**config.mk**
```make
export PLATFORM = sky130hd
export DESIGN_NAME = fir_sample_packer
export DESIGN_NICKNAME = d
export VERILOG_FILES = /design/src/rtl/fir_stream_pkg.sv /design/src/rtl/fir_beat_fifo.sv /design/src/rtl/fir_sample_packer.sv
export SDC_FILE = /design/constraint.sdc
export NUM_CORES = 2
export LEC_CHECK = 0
export ABC_AREA = 1
export BUFFER_PORTS_ARGS = -buffer_cell sky130_fd_sc_hd__buf_2
export CORE_MARGIN = 3
export CORE_UTILIZATION = 25
export CTS_CLUSTER_SIZE = 16
export DETAILED_ROUTE_END_ITERATION = 10
export GPL_ROUTABILITY_DRIVEN = 0
export PLACE_DENSITY_LB_ADDON = 0.12
export REMOVE_ABC_BUFFERS = 1
export SYNTH_ARGS = -nofsm -noshare
export SYNTH_HDL_FRONTEND = slang
export SYNTH_SLANG_ARGS = --single-unit
```
**constraint.sdc**
```tcl
create_clock -name clk -period 2.4 [get_ports clk]
set_input_delay 0.48 -clock clk [delete_from_list [all_inputs] [get_ports clk]]
set_output_delay 0.48 -clock clk [all_outputs]
set_load 0.02 [all_outputs]
```
**src/rtl/fir_stream_pkg.sv**
```systemverilog
// Stream types shared between the sample packer and the decimating FIR.
package fir_stream_pkg;

   localparam int DATA_WIDTH    = 16;
   localparam int CHANNELS      = 2;
   localparam int P_SAMPLES     = 8;
   localparam int DEF_OUT_DEPTH = 2;
   localparam int LANE_W        = $clog2(P_SAMPLES);
   localparam int BEAT_DATA_W   = CHANNELS * P_SAMPLES * DATA_WIDTH;

   typedef logic signed [DATA_WIDTH-1:0] lane_t;
   typedef logic [LANE_W-1:0]            lane_idx_t;

   localparam lane_idx_t LAST_LANE = lane_idx_t'(P_SAMPLES - 1);

   // Packed so that {ch1, ch0} is exactly the wide AXI-Stream payload:
   // ch0 lane j at [16*j +: 16], ch1 lane j at [128 + 16*j +: 16].
   typedef struct packed {
      logic                    tlast;
      lane_t [P_SAMPLES-1:0]   ch1;
      lane_t [P_SAMPLES-1:0]   ch0;
   } beat_t;

   typedef enum logic [0:0] {
      COLLECT    = 1'b0,
      FLUSH_WAIT = 1'b1
   } pack_state_e;

   // Payload bits of a beat without the tlast flag.
   function automatic logic [BEAT_DATA_W-1:0] beat_payload(input beat_t b);
      return {b.ch1, b.ch0};
   endfunction

endpackage

```
**src/rtl/fir_beat_fifo.sv**
```systemverilog
// Synchronous FIFO of packed beats. Occupancy counter gives full/empty;
// pushes while full and pops while empty are ignored. The head entry is
// read straight from the storage register selected by the read pointer.
module fir_beat_fifo
   import fir_stream_pkg::*;
#(
   parameter int DEPTH = DEF_OUT_DEPTH
) (
   input  logic  clk,
   input  logic  nrst,
   input  logic  push_i,
   input  beat_t push_data_i,
   input  logic  pop_i,
   output beat_t head_o,
   output logic  full_o,
   output logic  empty_o,
   output logic  full_next_o
);

   localparam int PTR_W = (DEPTH > 1) ? $clog2(DEPTH) : 1;
   localparam int CNT_W = $clog2(DEPTH + 1);

   typedef logic [PTR_W-1:0] ptr_t;
   typedef logic [CNT_W-1:0] cnt_t;

   localparam cnt_t CNT_FULL = cnt_t'(DEPTH);
   localparam ptr_t PTR_LAST = ptr_t'(DEPTH - 1);

   beat_t mem_q [DEPTH];
   ptr_t  wr_ptr_q, wr_ptr_d;
   ptr_t  rd_ptr_q, rd_ptr_d;
   cnt_t  count_q, count_d;
   logic  do_push, do_pop;

   function automatic ptr_t ptr_inc(input ptr_t p);
      return (p == PTR_LAST) ? '0 : p + ptr_t'(1);
   endfunction

   assign do_push = push_i && (count_q != CNT_FULL);
   assign do_pop  = pop_i && (count_q != '0);

   // Next pointers and occupancy from this cycle's effective push/pop.
   always_comb begin
      wr_ptr_d = wr_ptr_q;
      rd_ptr_d = rd_ptr_q;
      count_d  = count_q;
      if (do_push) begin
         wr_ptr_d = ptr_inc(wr_ptr_q);
      end
      if (do_pop) begin
         rd_ptr_d = ptr_inc(rd_ptr_q);
      end
      if (do_push && !do_pop) begin
         count_d = count_q + cnt_t'(1);
      end else if (!do_push && do_pop) begin
         count_d = count_q - cnt_t'(1);
      end
   end

   // Pointer and occupancy registers.
   always_ff @(posedge clk or negedge nrst) begin
      if (!nrst) begin
         wr_ptr_q <= '0;
         rd_ptr_q <= '0;
         count_q  <= '0;
      end else begin
         wr_ptr_q <= wr_ptr_d;
         rd_ptr_q <= rd_ptr_d;
         count_q  <= count_d;
      end
   end

   // Beat storage; cleared on reset so the head reads as all-zero when idle.
   always_ff @(posedge clk or negedge nrst) begin
      if (!nrst) begin
         for (int i = 0; i < DEPTH; i++) begin
            mem_q[i] <= '0;
         end
      end else if (do_push) begin
         mem_q[wr_ptr_q] <= push_data_i;
      end
   end

   assign head_o      = mem_q[rd_ptr_q];
   assign full_o      = (count_q == CNT_FULL);
   assign empty_o     = (count_q == '0);
   assign full_next_o = (count_d == CNT_FULL);

endmodule

```
**src/rtl/fir_sample_packer.sv**
```systemverilog
// Packs P_SAMPLES consecutive sample pairs into one wide beat for the FIR,
// buffers finished beats in a small FIFO, and closes a partial beat with
// zero padding on flush.
//
// Handshake rule on both sides: a transfer happens on the rising edge where
// valid && ready; the sender holds valid and data stable until that edge,
// and ready never depends combinationally on the other side's signals.
module fir_sample_packer
   import fir_stream_pkg::*;
#(
   parameter int OUT_DEPTH = 2
) (
   input  logic                                   clk,
   input  logic                                   nrst,
   input  logic                                   s_tvalid,
   output logic                                   s_tready,
   input  logic [CHANNELS*DATA_WIDTH-1:0]         s_tdata,
   input  logic                                   flush,
   output logic                                   m_tvalid,
   input  logic                                   m_tready,
   output logic [BEAT_DATA_W-1:0]                 m_tdata,
   output logic                                   m_tlast,
   output logic [31:0]                            beat_count,
   output pack_state_e                            dbg_state_o
);

   pack_state_e state_q, state_d;
   lane_idx_t   lane_q, lane_d;
   beat_t       asm_q, asm_d;
   logic        s_tready_q, s_tready_d;
   logic [31:0] beat_count_q, beat_count_d;

   beat_t beat_with_sample;
   beat_t push_beat;
   beat_t fifo_head;
   logic  accept;
   logic  close_req;
   logic  push;
   logic  pop;
   logic  fifo_full;
   logic  fifo_empty;
   logic  fifo_full_next;

   assign accept    = s_tvalid && s_tready_q;
   assign pop       = !fifo_empty && m_tready;
   // A flush only closes a beat if there is something in it, counting a
   // sample that arrives on the same edge.
   assign close_req = flush && ((lane_q != '0) || accept);

   // Assembly register with this cycle's accepted sample written into its lane.
   always_comb begin
      beat_with_sample = asm_q;
      if (accept) begin
         beat_with_sample.ch0[lane_q] = lane_t'(s_tdata[DATA_WIDTH-1:0]);
         beat_with_sample.ch1[lane_q] = lane_t'(s_tdata[2*DATA_WIDTH-1:DATA_WIDTH]);
      end
   end

   // FSM next state, lane counter, assembly update and FIFO push.
   // The assembly register is cleared after every push, so lanes that were
   // never written are already zero when a partial beat is closed.
   always_comb begin
      state_d         = state_q;
      lane_d          = lane_q;
      asm_d           = asm_q;
      push            = 1'b0;
      push_beat       = beat_with_sample;
      push_beat.tlast = 1'b0;
      case (state_q)
         COLLECT: begin
            asm_d = beat_with_sample;
            if (accept) begin
               lane_d = lane_q + lane_idx_t'(1);
            end
            if (close_req) begin
               if (!fifo_full) begin
                  push            = 1'b1;
                  push_beat.tlast = 1'b1;
                  asm_d           = '0;
                  lane_d          = '0;
               end else begin
                  state_d = FLUSH_WAIT;
               end
            end else if (accept && (lane_q == LAST_LANE)) begin
               push  = 1'b1;
               asm_d = '0;
            end
         end
         FLUSH_WAIT: begin
            if (!fifo_full) begin
               push            = 1'b1;
               push_beat       = asm_q;
               push_beat.tlast = 1'b1;
               asm_d           = '0;
               lane_d          = '0;
               state_d         = COLLECT;
            end
         end
         default: begin
            state_d = COLLECT;
         end
      endcase
   end

   // Ready for next cycle: only while collecting, and not when the next
   // sample would complete a beat that the FIFO has no room for.
   always_comb begin
      s_tready_d = (state_d == COLLECT) && !((lane_d == LAST_LANE) && fifo_full_next);
   end

   // Count every beat handed to the FIR.
   always_comb begin
      beat_count_d = beat_count_q + {31'd0, pop};
   end

   // Packer state registers.
   always_ff @(posedge clk or negedge nrst) begin
      if (!nrst) begin
         state_q      <= COLLECT;
         lane_q       <= '0;
         asm_q        <= '0;
         s_tready_q   <= 1'b0;
         beat_count_q <= '0;
      end else begin
         state_q      <= state_d;
         lane_q       <= lane_d;
         asm_q        <= asm_d;
         s_tready_q   <= s_tready_d;
         beat_count_q <= beat_count_d;
      end
   end

   fir_beat_fifo #(
      .DEPTH (OUT_DEPTH)
   ) u_fifo (
      .clk         (clk),
      .nrst        (nrst),
      .push_i      (push),
      .push_data_i (push_beat),
      .pop_i       (pop),
      .head_o      (fifo_head),
      .full_o      (fifo_full),
      .empty_o     (fifo_empty),
      .full_next_o (fifo_full_next)
   );

   assign s_tready    = s_tready_q;
   assign m_tvalid    = !fifo_empty;
   assign m_tdata     = beat_payload(fifo_head);
   assign m_tlast     = fifo_head.tlast;
   assign beat_count  = beat_count_q;
   assign dbg_state_o = state_q;

endmodule

```
Word-level counts from Yosys, hierarchy flattened
Index checks and enable logic that the tools add are counted.
Operators by class
  order comparisons: 5
  equal/unequal tests: 6
  bitwise gates (word level): 4
  reduce and logical (&&, ||, !) cells: 20
  add/sub/neg operators: 6
  multiplexer cells: 36
Operator list (count)
  $mux 256: 6
  $mux 257: 5
  $bwmux 514: 1
  $pmux 256 s2: 1
  $demux 257 s1: 1
  $bwmux 128: 2
  $demux 16 s3: 1
  $add 32x1->32: 1
  $mux 16: 1
  $logic_and 1x1->1: 12
  $mux 3: 4
  $mux 1: 8
  $eq 3x3->1 const B: 2
  $pmux 1 s2: 3
  $pmux 3 s2: 1
  $eq 2x2->1 const B: 2
  $ge 2x2->1 const B: 2
  $logic_not 1->1: 4
  $lt 3x4->1 const B: 1
  $mux 2: 2
  $ne 2x2->1 const B: 2
  $not 1->2: 2
  $add 3x1->3 const B: 1
  $ge 3x1->1 const B: 1
  9 further kinds: 11
Word-level totals
  output and inout bits: 292
  input port bits: 37
  flip-flop bits (word level): 811
  word-level logic and storage cells: 134

Depth between registers and ports, before layout
  depth in word-level cells: 14
  mapped depth: 15
  mapped depth without buffers: 15

Cells and area by module
A second synthesis with hierarchy kept.
Unflattened totals
  cells, all modules: 5368
  area total of the unflattened synthesis: 42029.1 µm²
By module, submodules not included
  fir_beat_fifo: cells an instance 2777, seq. area each 12962.4 µm², area an instance 23311.1 µm², instances 1
  fir_sample_packer: cells an instance 2591, seq. area each 7332.0 µm², area an instance 18718.0 µm², instances 1

Worst setup path after synthesis
OpenSTA, ideal clock, no wires.
  path type: register to register
  from: register u_fifo.count_q[0]
  to: register beat_count_q[24] (netlist: beat_count[24])
  arrival time: 2381 ps
  clock period less this slack: 2503 ps
  stages on the path, launching flop included: 16
  library setup time: 122 ps
  data required time: 2278 ps
  path slack: -103 ps
  cells stage by stage: dfrtp_1 -> inv_1 -> ha_1 -> inv_1 -> nand2_1 -> inv_1 -> ha_1 -> ha_1 -> nand3_1 -> nor2_1 -> nand2_1 -> nor2_1 -> nand2_1 -> nor3_1 -> nand2_1 -> xor2_1
Between the ends
  word-level cells in the longest chain between the ends: 4
RTL lines
  start, declared: line fir_beat_fifo.sv:32  | cnt_t count_q, count_d;
  start signal, assigned: line fir_beat_fifo.sv:69  | count_q <= count_d;
  $logic_not 2->1: line fir_beat_fifo.sv:86  | assign empty_o = (count_q == '0);
  $logic_not 1->1
  net m_tvalid: line fir_sample_packer.sv:19  | output logic m_tvalid,
  $logic_and 1x1->1: line fir_sample_packer.sv:45  | assign pop = !fifo_empty && m_tready;
  $add 32x1->32: line fir_sample_packer.sv:113  | beat_count_d = beat_count_q + {31'd0, pop};
  net beat_count_d[24]: line fir_sample_packer.sv:31  | logic [31:0] beat_count_q, beat_count_d;
  end signal, assigned: line fir_sample_packer.sv:129  | beat_count_q <= beat_count_d;
  end, declared: line fir_sample_packer.sv:31
The timed path passes the listed nets, and every way through them passes these cells.
A chain may end at the register's enable or synchronous reset.

Worst setup path in the final report
  from: register u_fifo.rd_ptr_q
  to: output m_tdata[142]
Between the ends
  word-level cells in the longest chain between the ends: 4
RTL lines
  start, declared: line fir_beat_fifo.sv:31  | ptr_t rd_ptr_q, rd_ptr_d;
  start signal, assigned: line fir_beat_fifo.sv:68  | rd_ptr_q <= rd_ptr_d;
  $not 1->2 (not written as such): line fir_beat_fifo.sv:84  | assign head_o = mem_q[rd_ptr_q];
  $mux 257 (not written as such) (3 in series): line fir_beat_fifo.sv:84
  end, declared: line fir_sample_packer.sv:21  | output logic [BEAT_DATA_W-1:0] m_tdata,
No other way between the ends. The select of a mux whose other input is x is not followed.

==> summary by stage <==
Placed design
The minimum setup slack after placement is 0.04324 ns. The count of buffers added on input and output ports is 328. The wire-length estimate of the detail-placed layout is 89650 µm.

Yosys
After synthesis the cells add up to 0.04043 mm². After synthesis the netlist holds a flip-flop and latch count of 811. In the synthesized netlist the dominant register cell turns out to be sky130_fd_sc_hd__dfrtp_1.

The count of flip-flops with a built-in enable after synthesis is 0. The count of mapped cells out of synthesis is 5232. The fraction of registers with async set or reset after synthesis is 100.0%. The average footprint of a synthesized cell is 7.728 µm². The Yosys step of the flow raised 0 warnings. Sequential elements use 50.19% of the synthesized area. The number of different library cells in the post-synthesis netlist is 34.

Critical path
Among cell families on the critical path, the largest total delay comes from buffers and inverters. Among all stages on the critical path, the largest delay is contributed by sky130_fd_sc_hd__dfrtp_4. Data on the critical path is required at its endpoint by 1.92 ns. The cell that appears most often on the critical path is sky130_fd_sc_hd__buf_12.

The number of buffers and inverters on the critical path is 3. Along the worst path, the maximum fanout reaches 37. The endpoint kind of the worst setup timing path is an output port. The largest stage delay on the critical path is 0.50 ns. The critical path class is reg2out. Walking the worst path, the cells encountered are buf_12 > buf_12 > o21ai_2 > buf_2.

The worst setup path is launched from a register. Data on the critical path arrives at its endpoint at 2.17 ns.

STA
The post-layout worst setup margin is -0.2473 ns. The number of hold-slack violations in the final timing report is 0. Setup violations remaining at the end of the flow were counted as 249. After layout, the worst path uses 110.3% of the clock period.

The relative slew slack is 52.17%. The number of max-slew violations in the final report is 0. For this run, the top clock speed supported by timing is 377.7 MHz. Setup repair after global routing could not meet its margin everywhere.

The worst setup skew after layout is 0.02713 ns. For the pin with the worst max-slew slack, the measured transition is 0.7174 ns. The minimum period implied by the final worst setup slack is 2.647 ns.

Global route
Global routing used 16.27% of the available tracks across all layers. The global-route congestion overflow total is 0. The largest net degree at the start of global routing is 105. The via count of the first global-routing pass is 33920. The first-pass GRT wire length is 213500 µm. The number of antenna violations at the first check in global routing came to 14.

Detailed routing
The remaining antenna violation count is 0. The first detailed-routing pass ran for 8 iterations. The number of vias after detailed routing is 34890.

The average wire per cell in the routed design is 17.55 µm. The detailed-route DRC error count is 0. The aggregate routed wire length is 137800 µm. The detailed-route vias per instance is 4.444.

After the first detailed-routing iteration, the DRC count stood at 2345.

Hold path
The type of the tightest min-delay check is in2reg.

Clock tree
The clock passes through at most 3 buffers. The H-tree was split into 3 levels. The number of CTS-inserted buffers is 105.

The tree is rooted in a sky130_fd_sc_hd__clkbuf_16. The clock net in this run drives a total of 811 sinks. The clock latency at the later pin of the worst-skew pair is 0.71 ns. The clock input transition at the sequential cells of the worst setup and hold paths is 0.06 ns. The CTS tree is built.

Layout
The area added between synthesis and finish is 26.29%. After filler insertion, the fill cell instance count of the layout stands at 16960. The top cell types in the final layout, fill and taps aside, are sky130_fd_sc_hd__nand2_1, sky130_fd_sc_hd__dfrtp_1, sky130_fd_sc_hd__o21ai_0. The net count of the finished layout is 5654.

The most common cell after layout, fill and taps aside is sky130_fd_sc_hd__nand2_1. The layout cell share with drive strength beyond 1 is 16.94%.

Die
The initial core utilization is 25.35%. The die extent in y is 408.2 µm. The die outline area is 0.1666 mm². Pin placement for this block handled 329 I/O pins. The floorplan step defined a core boundary enclosing 0.1595 mm². In this run the core area contains 146 standard-cell rows. The die span in x is 408.2 µm.

Status
The run finished, with violations left. The final reports fail on negative setup slack.

Job
Across the run, the number of max-cap violations was 0.

Pwr
Summed over all cells, the static leakage comes to 0.02484 µW. The power per cell area is 1397 mW/mm². Summing internal, switching and leakage power gives 71320 µW. The worst-case IR drop observed on VDD is 773.3 µV.
==> layer usage <==
| metal | share of wire [%] | GRT usage, % | routed length [µm] |
|---|---|---|---|
| met1 | 48 | 22.97 | 66500 |
| met2 | 46 | 26.31 | 63660 |
| met3 | 3.8 | 2.260 | 5298 |
| met4 | 1.6 | 3.751 | 2265 |
| met5 | 0.030 | 0 | 42 |
==> cell usage after synthesis, types with 2 or more instances <==
cell                       count  area (µm²)
sky130_fd_sc_hd__dfrtp_1     811       20290
sky130_fd_sc_hd__o21ai_0     948        4745
sky130_fd_sc_hd__ha_1          7       87.58
sky130_fd_sc_hd__nor2_1       97       364.1
sky130_fd_sc_hd__clkbuf_1    227       852.1
sky130_fd_sc_hd__nand4_1       9       56.30
sky130_fd_sc_hd__o21ai_1      49       245.2
sky130_fd_sc_hd__buf_2       136       680.7
sky130_fd_sc_hd__buf_4        14       105.1
sky130_fd_sc_hd__nor2_4        2       22.52
sky130_fd_sc_hd__o21a_1      224        1682
sky130_fd_sc_hd__nor4_1        4       25.02
sky130_fd_sc_hd__nor3_1        7       35.03
sky130_fd_sc_hd__a31oi_1       2       12.51
sky130_fd_sc_hd__nand2_2       5       31.28
sky130_fd_sc_hd__xor2_1       18       157.7
sky130_fd_sc_hd__nand3_2       3       30.03
sky130_fd_sc_hd__inv_2         3       11.26
sky130_fd_sc_hd__o22ai_1     255        1595
sky130_fd_sc_hd__nand2_1    1537        5769
sky130_fd_sc_hd__buf_1         6       22.52
sky130_fd_sc_hd__inv_1       765        2872
sky130_fd_sc_hd__xnor2_1      13       113.9
sky130_fd_sc_hd__nand3_1      12       60.06
sky130_fd_sc_hd__a21oi_2      23       201.4
sky130_fd_sc_hd__buf_6         6       67.56
sky130_fd_sc_hd__a21oi_1      41       205.2
sky130_fd_sc_hd__nand3b_1      2       15.01
==> sequential cells by signal, indices dropped and copies added (netlist names) <==
name and cells:
s_tready 1, u_fifo.count_q 2, u_fifo.wr_ptr_q 1, dbg_state_o 1, u_fifo.rd_ptr_q 1, asm_q 256
u_fifo.mem_q 514, lane_q 3, beat_count 32
==> worst min-delay path, delay by kind of cell <==
kind,cells,cell delay [ns]
buffers and inverters,1,0.13
AND/OR/NAND/NOR,1,0.07
AO/OA/AOI/OAI,1,0.08
==> power breakdown <==
part	switching (µW)	internal [µW]
registers	1600	18300
logic	22800	12300
clock network	6490	9870
==> kinds of logic (layout without fill, tap and decap cells) <==
logic type | after synthesis | in the layout | synth area share, %
compound gates | 1543 | 1543 | 21.50
xor+xnor | 31 | 31 | 0.6715
fa+ha+maj | 7 | 7 | 0.2166
buf+inv | 1158 | 1624 | 11.42
flops | 811 | 811 | 50.19
other cells | 0 | 7 | 0
simple gates | 1682 | 1682 | 16.00
==> repair_timing <==
action | in CTS | in global routing
setup buffers | 0 | 1
endpoints found under the setup margin | 254 | 469
hold endpoints to repair | 11 | 0
pin swaps | 1 | 4
gates resized for setup | 262 | 123
hold buffers | 1 | 0
gates cloned | 2 | 6
==> layout make-up <==
type | count | area [µm²] | share of cell area [%]
Sequential cell | 811 | 20300 | 39.75
Multi-Input combinational cell | 3263 | 16030 | 31.39
Timing Repair Buffer | 660 | 5558 | 10.88
Clock buffer | 161 | 3151 | 6.170
Inverter | 769 | 2902 | 5.682
Tap cell | 2146 | 2685 | 5.259
Clock inverter | 34 | 424.2 | 0.8307
Antenna cell | 7 | 17.52 | 0.03431
==> per-stage QoR <==
step | hold slack [ns] | setup TNS (ns) | area [µm²] | cells | util [%]
floorplan | 0.1844 | -7232.53 | 38700 | 4843 | -
global placement | 0.4620 | -0.08810 | 46520 | 7639 | 29.17
detailed placement | 0.4614 | 0 | 46520 | 7639 | 29.17
CTS | 0.01770 | -58.03 | 50630 | 7837 | 31.75
global route | 0.06549 | -65.00 | 51050 | 7845 | 32.01
finish | 0.1034 | -32.92 | 51060 | 7851 | 32.02
==> path summary, 6_finish.rpt <==
kind,end,slack (ns),cells after the start,startpoint
worst min-delay path,dbg_state_o,0.10,3,flush
worst min register to register,beat_count[31],0.47,1,beat_count[31]
worst max-delay path,m_tdata[142],-0.25,4,u_fifo.rd_ptr_q
max in group asynchronous,u_fifo.mem_q[90],1.12,3,nrst
min in group asynchronous,u_fifo.mem_q[348],0.35,2,nrst
worst max register to register,u_fifo.mem_q[279],0.10,11,u_fifo.count_q[1]
(Power assumes the default switching activity.)
